File: config.mk
export PLATFORM = sky130hd
export DESIGN_NAME = enigma_char_port_flat
export DESIGN_NICKNAME = d
export VERILOG_FILES = /design/src/rtl/enigma_pkg.sv /design/src/rtl/enigma_char_port_if.sv /design/src/rtl/enigma_onehot_enc.sv /design/src/rtl/enigma_char_port.sv /design/src/flat_wrapper.sv
export SDC_FILE = /design/constraint.sdc
export NUM_CORES = 1
export LEC_CHECK = 0
export BUFFER_PORTS_ARGS = -buffer_cell sky130_fd_sc_hd__clkbuf_2
export CAP_MARGIN = 20
export CORE_UTILIZATION = 55
export DETAILED_ROUTE_END_ITERATION = 6
export PLACE_DENSITY = 0.83
export SETUP_SLACK_MARGIN = 0.1
export SYNTH_ARGS = -nofsm -noshare
export SYNTH_HDL_FRONTEND = slang
export SYNTH_HIERARCHICAL = 1
export SYNTH_SLANG_ARGS = --single-unit
File: constraint.sdc
create_clock -name clk -period 8.25 [get_ports clk]
set_input_delay 0.4125 -clock clk [delete_from_list [all_inputs] [get_ports clk]]
set_output_delay 0.4125 -clock clk [all_outputs]
set_load 0.05 [all_outputs]
File: src/rtl/enigma_pkg.sv
// Shared types and constants for the Enigma character-side logic.
package enigma_pkg;

  localparam int NUM_LETTERS = 26;

  typedef logic [NUM_LETTERS-1:0] onehot_t;
  typedef logic [4:0]             letter_idx_t;

  localparam logic [7:0] CH_A   = 8'h41;
  localparam logic [7:0] CH_Z   = 8'h5A;
  localparam logic [7:0] CH_LA  = 8'h61;
  localparam logic [7:0] CH_LZ  = 8'h7A;
  localparam logic [7:0] CH_ERR = 8'h3F;

  typedef enum logic [2:0] {
    IDLE    = 3'd0,
    STEP    = 3'd1,
    SETTLE  = 3'd2,
    CAPTURE = 3'd3,
    OUTPUT  = 3'd4
  } port_state_t;

  function automatic logic is_upper(input logic [7:0] ch);
    return (ch >= CH_A) && (ch <= CH_Z);
  endfunction

  function automatic logic is_lower(input logic [7:0] ch);
    return (ch >= CH_LA) && (ch <= CH_LZ);
  endfunction

  // Case-folds a letter to 0..25; only meaningful when the input is a letter.
  function automatic letter_idx_t fold_index(input logic [7:0] ch);
    logic [7:0] off;
    if (is_upper(ch)) begin
      off = ch - CH_A;
    end else begin
      off = ch - CH_LA;
    end
    return off[4:0];
  endfunction

endpackage

File: src/rtl/enigma_char_port_if.sv
// Keystroke stream, lamp stream and scrambler path of the character port.
interface enigma_char_port_if;
  import enigma_pkg::*;

  logic       in_valid;
  logic       in_ready;
  logic [7:0] in_char;
  logic       step;
  onehot_t    fwd_onehot;
  onehot_t    ret_onehot;
  logic       out_valid;
  logic       out_ready;
  logic [7:0] out_char;

  // The character port itself.
  modport master (
    input  in_valid, in_char, ret_onehot, out_ready,
    output in_ready, step, fwd_onehot, out_valid, out_char
  );

  // Keyboard, scrambler and lampboard side.
  modport slave (
    output in_valid, in_char, ret_onehot, out_ready,
    input  in_ready, step, fwd_onehot, out_valid, out_char
  );

endinterface

File: src/rtl/enigma_onehot_enc.sv
// One-hot to index encoder with a legality flag (zero or multiple bits set -> not ok).
module enigma_onehot_enc
  import enigma_pkg::*;
(
  input  onehot_t     onehot,
  output letter_idx_t idx,
  output logic        one_hot_ok
);

  letter_idx_t idx_s;
  logic        seen_s;
  logic        multi_s;

  // OR together the indices of set bits and note whether more than one is set.
  always_comb begin
    idx_s   = 5'd0;
    seen_s  = 1'b0;
    multi_s = 1'b0;
    for (int i = 0; i < NUM_LETTERS; i++) begin
      multi_s = multi_s | (seen_s & onehot[i]);
      seen_s  = seen_s | onehot[i];
      idx_s   = idx_s | (onehot[i] ? 5'(i) : 5'd0);
    end
  end

  assign idx        = idx_s;
  assign one_hot_ok = seen_s & ~multi_s;

endmodule

File: src/rtl/enigma_char_port.sv
// Character-side end of the Enigma path: keystroke in, rotor step, scrambler
// round trip, enciphered letter out, with a legality check on the return.
module enigma_char_port
  import enigma_pkg::*;
#(
  parameter int SETTLE_CYCLES = 2,
  parameter bit PASS_NONALPHA = 1'b1,
  parameter int CNT_W         = 16
) (
  input  logic               clk,
  input  logic               rst,
  enigma_char_port_if.master bus,
  input  logic               err_clr,
  output logic               err_sticky,
  output logic [CNT_W-1:0]   enc_count
);

  localparam int SETTLE_W = (SETTLE_CYCLES > 1) ? $clog2(SETTLE_CYCLES) : 1;
  localparam logic [SETTLE_W-1:0] SETTLE_LAST =
    SETTLE_W'((SETTLE_CYCLES > 0) ? (SETTLE_CYCLES - 1) : 0);

  port_state_t         state_r;
  logic [SETTLE_W-1:0] settle_cnt_r;
  logic                in_ready_r;
  logic                step_r;
  onehot_t             fwd_r;
  logic                out_valid_r;
  logic [7:0]          out_char_r;
  logic                err_r;
  logic [CNT_W-1:0]    enc_r;

  onehot_t     ret_gated_s;
  letter_idx_t ret_idx_s;
  logic        ret_ok_s;
  logic        legal_s;
  logic        in_is_letter_s;

  // Only look at the lamp return while capturing so stray X elsewhere stays contained.
  always_comb begin
    if (state_r == CAPTURE) begin
      ret_gated_s = bus.ret_onehot;
    end else begin
      ret_gated_s = {NUM_LETTERS{1'b0}};
    end
    in_is_letter_s = is_upper(bus.in_char) | is_lower(bus.in_char);
    legal_s        = ret_ok_s & (ret_gated_s != fwd_r);
  end

  enigma_onehot_enc u_ret_enc (
    .onehot     (ret_gated_s),
    .idx        (ret_idx_s),
    .one_hot_ok (ret_ok_s)
  );

  // Main sequencer: accept, step, settle, capture, present result.
  always_ff @(posedge clk or posedge rst) begin
    if (rst) begin
      state_r      <= IDLE;
      settle_cnt_r <= {SETTLE_W{1'b0}};
      in_ready_r   <= 1'b0;
      step_r       <= 1'b0;
      fwd_r        <= {NUM_LETTERS{1'b0}};
      out_valid_r  <= 1'b0;
      out_char_r   <= 8'h00;
    end else begin
      step_r <= 1'b0;
      case (state_r)
        IDLE: begin
          in_ready_r <= 1'b1;
          if (bus.in_valid && in_ready_r) begin
            if (in_is_letter_s) begin
              state_r    <= STEP;
              step_r     <= 1'b1;
              fwd_r      <= {{(NUM_LETTERS-1){1'b0}}, 1'b1} << fold_index(bus.in_char);
              in_ready_r <= 1'b0;
            end else if (PASS_NONALPHA) begin
              state_r     <= OUTPUT;
              out_char_r  <= bus.in_char;
              out_valid_r <= 1'b1;
              in_ready_r  <= 1'b0;
            end else begin
              state_r <= IDLE;
            end
          end
        end
        STEP: begin
          settle_cnt_r <= {SETTLE_W{1'b0}};
          state_r      <= (SETTLE_CYCLES == 0) ? CAPTURE : SETTLE;
        end
        SETTLE: begin
          if (settle_cnt_r == SETTLE_LAST) begin
            state_r <= CAPTURE;
          end else begin
            settle_cnt_r <= settle_cnt_r + 1'b1;
          end
        end
        CAPTURE: begin
          out_char_r  <= legal_s ? (CH_A + {3'b000, ret_idx_s}) : CH_ERR;
          out_valid_r <= 1'b1;
          fwd_r       <= {NUM_LETTERS{1'b0}};
          state_r     <= OUTPUT;
        end
        OUTPUT: begin
          if (bus.out_ready) begin
            out_valid_r <= 1'b0;
            in_ready_r  <= 1'b1;
            state_r     <= IDLE;
          end
        end
        default: begin
          state_r     <= IDLE;
          in_ready_r  <= 1'b0;
          fwd_r       <= {NUM_LETTERS{1'b0}};
          out_valid_r <= 1'b0;
        end
      endcase
    end
  end

  // Sticky error: a bad return in the capture cycle beats a coincident clear.
  always_ff @(posedge clk or posedge rst) begin
    if (rst) begin
      err_r <= 1'b0;
    end else if ((state_r == CAPTURE) && !legal_s) begin
      err_r <= 1'b1;
    end else if (err_clr) begin
      err_r <= 1'b0;
    end
  end

  // Count every capture, legal or not; wraps naturally.
  always_ff @(posedge clk or posedge rst) begin
    if (rst) begin
      enc_r <= {CNT_W{1'b0}};
    end else if (state_r == CAPTURE) begin
      enc_r <= enc_r + CNT_W'(1);
    end
  end

  assign bus.in_ready   = in_ready_r;
  assign bus.step       = step_r;
  assign bus.fwd_onehot = fwd_r;
  assign bus.out_valid  = out_valid_r;
  assign bus.out_char   = out_char_r;
  assign err_sticky     = err_r;
  assign enc_count      = enc_r;

endmodule

File: src/flat_wrapper.sv
// flat-port wrapper written by rule: the top's interface ports become plain ports
module enigma_char_port_flat import enigma_pkg::*;
#(
  parameter int SETTLE_CYCLES = 2,
  parameter bit PASS_NONALPHA = 1'b1,
  parameter int CNT_W         = 16
)
  (clk, rst, err_clr, err_sticky, enc_count, bus_in_valid, bus_in_char, bus_ret_onehot, bus_out_ready, bus_in_ready, bus_step, bus_fwd_onehot, bus_out_valid, bus_out_char);
  enigma_char_port_if bus_i ();
  input  logic clk;
  input  logic rst;
  input  logic err_clr;
  output logic err_sticky;
  output logic [CNT_W-1:0] enc_count;
  input wire logic [$bits(bus_i.in_valid)-1:0] bus_in_valid;
  input wire logic [$bits(bus_i.in_char)-1:0] bus_in_char;
  input wire logic [$bits(bus_i.ret_onehot)-1:0] bus_ret_onehot;
  input wire logic [$bits(bus_i.out_ready)-1:0] bus_out_ready;
  output wire logic [$bits(bus_i.in_ready)-1:0] bus_in_ready;
  output wire logic [$bits(bus_i.step)-1:0] bus_step;
  output wire logic [$bits(bus_i.fwd_onehot)-1:0] bus_fwd_onehot;
  output wire logic [$bits(bus_i.out_valid)-1:0] bus_out_valid;
  output wire logic [$bits(bus_i.out_char)-1:0] bus_out_char;
  assign bus_i.in_valid = bus_in_valid;
  assign bus_i.in_char = bus_in_char;
  assign bus_i.ret_onehot = bus_ret_onehot;
  assign bus_i.out_ready = bus_out_ready;
  assign bus_in_ready = bus_i.in_ready;
  assign bus_step = bus_i.step;
  assign bus_fwd_onehot = bus_i.fwd_onehot;
  assign bus_out_valid = bus_i.out_valid;
  assign bus_out_char = bus_i.out_char;
  enigma_char_port #(.SETTLE_CYCLES(SETTLE_CYCLES), .PASS_NONALPHA(PASS_NONALPHA), .CNT_W(CNT_W)) u_core (.clk(clk), .rst(rst), .bus(bus_i), .err_clr(err_clr), .err_sticky(err_sticky), .enc_count(enc_count));
endmodule
Yosys cells after proc, flatten, opt, wreduce, memory -nomap -nowiden. Index checks and enable logic that the tools add are counted.

Bits in registers: 58. Latch bits: 0. RAM bits: 0. Memory bits (read-only): 0. Input port bits: 39. Logic and storage cells: 207. Memories: 0.

$add $sub $neg: 5. Multipliers: 0. Divide/modulo/power cells: 0. Order comparisons: 4. Equal/unequal tests: 10. Shift-type cells: 1. Multiplexer cells: 56. Bitwise logic cells: 105. Reduce and logical (&&, ||, !) cells: 17.

Operators by type and width (count): $mux W26 (3); $mux W5 (14); $pmux W26 S2 (1); $or A1 B1 Y1 (50); $or A5 B5 Y5 (9); $mux W4 (8); $or A4 B4 Y4 (7); $and A1 B1 Y1 (27); $ne A26 B26 Y1 (1); $shl A1 B5 Y26 const A (1); $mux W3 (8); $mux W8 (3); $add A16 B1 Y16 const B (1); $ge A8 B7 Y1 const B (2); $le A8 B7 Y1 const B (2); $pmux W8 S2 (1); $pmux W3 S5 (1); $mux W1 (12); $sub A5 B1 Y5 const B (2); $or A3 B3 Y3 (3); $reduce_and A3 Y1 (3); $add A7 B5 Y8 const A (1); $eq A3 B2 Y1 const B (2); $ne A2 B1 Y1 const B (3); other kinds (22) (33).

Logic depth before layout (Yosys ltp).
Depth after elaboration: 34. Mapped depth: 14.

By module. The synthesis kept the hierarchy.

By module, submodules not included: enigma_char_port (instances 1, cells an instance 336, area an instance 3163.0 sq um, seq. area each 1451.4 sq um); enigma_onehot_enc (instances 1, cells an instance 65, area an instance 412.9 sq um, seq. area each 0.0 sq um).

Worst setup path after synthesis. Ideal clock, no wire load.

Path kind: flip-flop to flip-flop. From: register u_core.state_r[1]. To: register u_core.out_char_r[2] (netlist: u_core/bus.out_char[2]). Arrival time: 3.807 ns. Setup slack: 4.309 ns. Stages on the path, launching flop included: 15. Buffers on the path: 4. Clock period less this slack: 3.941 ns. Cell sequence: dfrtp_1 and3b_1 buf_6 buf_4 clkbuf_1 and2_1 or4_4 or3_4 or4_4 maj3_2 o31a_1 nor4_2 and2_1 clkbuf_1 a31oi_1.

Elaborated cells between the ends (all ways): 134.

RTL lines: start, declared (line enigma_char_port.sv:22) `port_state_t state_r;`; start signal, assigned (line enigma_char_port.sv:88) `state_r <= (SETTLE_CYCLES == 0) ? CAPTURE : SETTLE;`; $eq A3 B2 Y1 * (line enigma_char_port.sv:40) `if (state_r == CAPTURE) begin`; $mux W26 * (line enigma_char_port.sv:40); net u_core.ret_gated_s[3] (line enigma_char_port.sv:32) `onehot_t ret_gated_s;`; $and A1 B1 Y1 / $or A1 B1 Y1 (equally long branches) (line enigma_onehot_enc.sv:20, enigma_onehot_enc.sv:21); $or A1 B1 Y1 (tied with other cells) (21 in series) (line enigma_onehot_enc.sv:20) `multi_s = multi_s | (seen_s & onehot[i]);`; $or A1 B1 Y1 / $and A1 B1 Y1 (equally long branches) (line enigma_onehot_enc.sv:20); $or A1 B1 Y1 (line enigma_onehot_enc.sv:20); $not A1 Y1 (line enigma_onehot_enc.sv:27) `assign one_hot_ok = seen_s & ~multi_s;`; $and A1 B1 Y1 * (line enigma_onehot_enc.sv:27); net u_core.ret_ok_s (line enigma_char_port.sv:34) `logic ret_ok_s;`; $and A1 B1 Y1 * (line enigma_char_port.sv:46) `legal_s = ret_ok_s & (ret_gated_s != fwd_r);`; $mux W8 * (line enigma_char_port.sv:98) `out_char_r <= legal_s ? (CH_A + {3'b000, ret_idx_s}) : CH_ERR;`; $pmux W8 S2 * (line enigma_char_port.sv:67) `case (state_r)`; end signal, assigned (line enigma_char_port.sv:78) `out_char_r <= bus.in_char;`; end signal, assigned (line enigma_char_port.sv:98); end, declared (line enigma_char_port.sv:28) `logic [7:0] out_char_r;`.

Mark *: on every way through the listed nets, which the timed path passes. The rest lies on a longest branch. A chain may end at the register's enable or synchronous reset.

Final worst setup path.
From: register u_core.state_r[2]. To: register u_core.out_char_r[3] (netlist: u_core/bus.out_char[3]).

The elaborated chain is that of the path after synthesis.

==> impl_results.md <==
* DRT Wirelength at 9.99 mm
* Multiplexer share of the synthesized area at 0
* First-pass GRT wire length at 15.1 mm
* Yosys warns at 6
* DRT antenna net count at 0
* Distinct cells, synth at 50
* PwrDens at 326 nW/µm²
* Slew headroom at 0.510
* Area Overhead vs Synth at 19.7%
* Avg Cell Area, Syn at 8.92 µm²
* Post-layout min period at 4.29 ns
* Core region area at 6310 µm²
* Fin Hold WS at 0.240 ns
* Slew @ Worst Pin at 0.735 ns
* Cell Rows at 29
* Hpwl dp at 7.61 mm
* Total GRT Usage at 0.307
* Clock sink count at 58
* RePlAce Congestion at 0.948
* Compound-cell area share of the yosys netlist at 0.165
* Worst Hold Class: primary input to asynchronous set/reset pin
* Startpoint type of the worst setup path: flip-flop
* Final hold viol count at 0
* Violated checks: design-rule violations
* Post-CTS Resized at 0
* EDFF count, synth at 0
* F_max at 233 MHz
* Leak pwr at 2.09 nW
* Status: complete, but fails checks
* Clock Latency Late Sink at 0.35 ns
* Max IR drop VDD at 0.000245 V
* RSZ-0062 raised after global routing: false
* Seq/Total Area, Yosys at 0.406
* Final core occ at 0.678
* Clock skew at 0.00963 ns
* Asr flop ratio synth at 1.00
* WL/cell at 17.6 µm
* DR vias/cell at 6.09
* # fillers at 507
* Initial antenna violation count at 0
* Main synth FF type: dfrtp_1
* H-tree Lvls at 3
* Syn_nets at 442
* CTS Buffer Depth at 2
* Die W at 82.6 µm
* Clock slew seen by the registers of the worst setup and hold paths at 0.07 ns
* Total congestion overflow at 0
* Required @ worst endpoint at 8.46 ns
* Fin. max-slew vios at 0
* Drt drc at 2
* Clk Tree Root Cell: clkbuf_8
* I/O pin cnt at 93
* TNS Setup at 0 ns
* CTS Buf Count at 9
* Layout Cells excl Fill at 568
* Seq cells post-synth at 58
* Share of layout cells above drive strength 1 at 0.259
* Simple-gate area share of the yosys netlist at 0.270
* # Post-CTS Setup Buffers at 0
* Post-cts hold buffer count at 0
* Placed Cells at 551
* Main combinational cell family by area after synthesis: simple AND/OR/NAND/NOR gates
* DIE AREA at 6830 µm²
* Port bufs at 92
* DR vias at 3459
* CP Capture Type: flip-flop
* Post-Synth Adder-Cell Area at 0.0101
* WS Path Type: flip-flop to flip-flop
* DRT iter0 DRCs at 312
* Max-cap check violation count at 0
* Pin count of the biggest net entering global routing at 59
* Ant diodes at 0
* Initial core utilization at 0.566
* CTS tree: built
* Post-Synthesis Cells at 401
* Worst EP arrival at 4.50 ns
* # setup viols final at 0
* Reg2Reg Setup Slack at 3.96 ns
* Vias in the first global route at 3054
* Synthesized area at 3580 µm²
* Nets at 527
* Final cycle utilization of the critical path at 0.520
* Xor-xnor portion of the synthesized cell area at 0.105
* Largest fanout on the critical path at 35
* DRT Pass-1 Iters at 7
* Chip Height at 82.6 µm
## report_power, final
| part | internal, mW | total (mW) | leakage (nW) | switching [mW] |
|---|---|---|---|---|
| combinational | 0.236 | 0.707 | 1.23 | 0.471 |
| sequential | 0.343 | 0.426 | 0.772 | 0.0825 |
| clock | 0.140 | 0.261 | 0.0889 | 0.121 |
| total | 0.719 | 1.39 | 2.09 | 0.675 |
## cells by family after synthesis
group,after synthesis
AO/OA/AOI/OAI,84
XOR/XNOR,43
adder cells (fa/ha/maj),3
buffers and inverters,36
flip-flops,58
AND/OR/NAND/NOR,177
## per-layer routing
| layer | track usage | up-vias | wire length (µm) |
|---|---|---|---|
| met4 | 0.103 | 0 | 131 |
| met2 | 0.510 | 167 | 4950 |
| met3 | 0.0714 | 14 | 652 |
| li1 | - | 1627 | - |
| met1 | 0.391 | 1651 | 4250 |
| met5 | 0 | - | 0 |
## critical path, cell delays in order (launching register included)
cell and delay, ns:
dfrtp_1 0.69, and3b_1 0.24, buf_4 0.22, and2_1 0.23, or4_4 0.54, or3_4 0.37
or4_4 0.49, maj3_2 0.31, o31a_1 0.25, nor4_2 0.34, and2_1 0.34, a31oi_1 0.13
## metrics by stage
stage               instance area, µm²  power [mW]  setup slack (ns)
floorplan                         3580       0.962              4.31
global placement                  4070        1.10              4.14
detailed placement                4070        1.12              4.04
CTS                               4260        1.38              4.01
global route                      4280        1.48              3.77
finish                            4280        1.39              3.96
## synth_stat cells (all sizes together), types with 3 or more instances
| cell | number | area [µm²] |
|---|---|---|
| a21o | 3 | 22.5 |
| or3 | 11 | 77.6 |
| nand2 | 48 | 180 |
| nor2b | 3 | 18.8 |
| inv | 15 | 56.3 |
| a31oi | 6 | 37.5 |
| a2bb2oi | 3 | 26.3 |
| nor4 | 8 | 56.3 |
| nor3 | 10 | 50.1 |
| buf | 6 | 42.5 |
| nand4b | 10 | 87.6 |
| xnor2 | 34 | 298 |
| nand2b | 3 | 18.8 |
| or2 | 3 | 18.8 |
| and3 | 8 | 50.1 |
| xor2 | 9 | 78.8 |
| or4 | 3 | 30.0 |
| nand3 | 17 | 85.1 |
| clkbuf | 15 | 56.3 |
| dfrtp | 58 | 1450 |
| nand4 | 10 | 62.6 |
| a22oi | 3 | 22.5 |
| o31ai | 27 | 203 |
| o21ai | 16 | 80.1 |
| a21oi | 11 | 55.1 |
| and2 | 20 | 125 |
| nor2 | 19 | 71.3 |
## registers in the layout (all words and copies together) (netlist names)
register               flops
u_core/err_sticky          1
u_core/bus.out_char        8
u_core/bus.fwd_onehot     26
u_core/bus.out_valid       1
u_core/settle_cnt_r        1
u_core/bus.step            1
u_core/enc_count          16
u_core/state_r             3
u_core/bus.in_ready        1
## cells in the final DEF, fill, tap and decap left out, types with 6 or more instances in the layout
cell and n:
clkbuf_2 92, xor2_1 9, xnor2_1 34, inv_1 14
nor2_1 19, nand3_1 17, nand4b_1 10, o21ai_0 16
nor3_1 10, o31ai_1 27, nor4_1 7, nand2_1 48
and2_1 20, clkbuf_8 9, a21oi_1 11, nand4_1 10
a31oi_1 6, or3_1 7, dfrtp_1 58, and3_1 8
## cell type report
cell class / instances / area, µm² / area share
multi-input combinational: 307 / 1990 / 0.464
sequential: 58 / 1450 / 0.339
timing repair buffer: 95 / 495 / 0.116
clock buffer: 10 / 128 / 0.0298
tap: 77 / 96.3 / 0.0225
clock inverter: 6 / 66.3 / 0.0155
inverter: 15 / 56.3 / 0.0132
## worst paths after layout
kind,from,to,depth (start not counted)
max,u_core/state_r[2],u_core/bus.out_char[3],11
min,rst,u_core/bus.in_ready,3
max reg2reg,u_core/state_r[2],u_core/bus.out_char[3],11
min reg2reg,u_core/enc_count[15],u_core/enc_count[15],1
max in group asynchronous,rst,u_core/bus.fwd_onehot[8],3
min in group clk,bus_in_char[7],u_core/bus.out_char[7],3
Note: power is estimated with default switching activity, not from simulation.
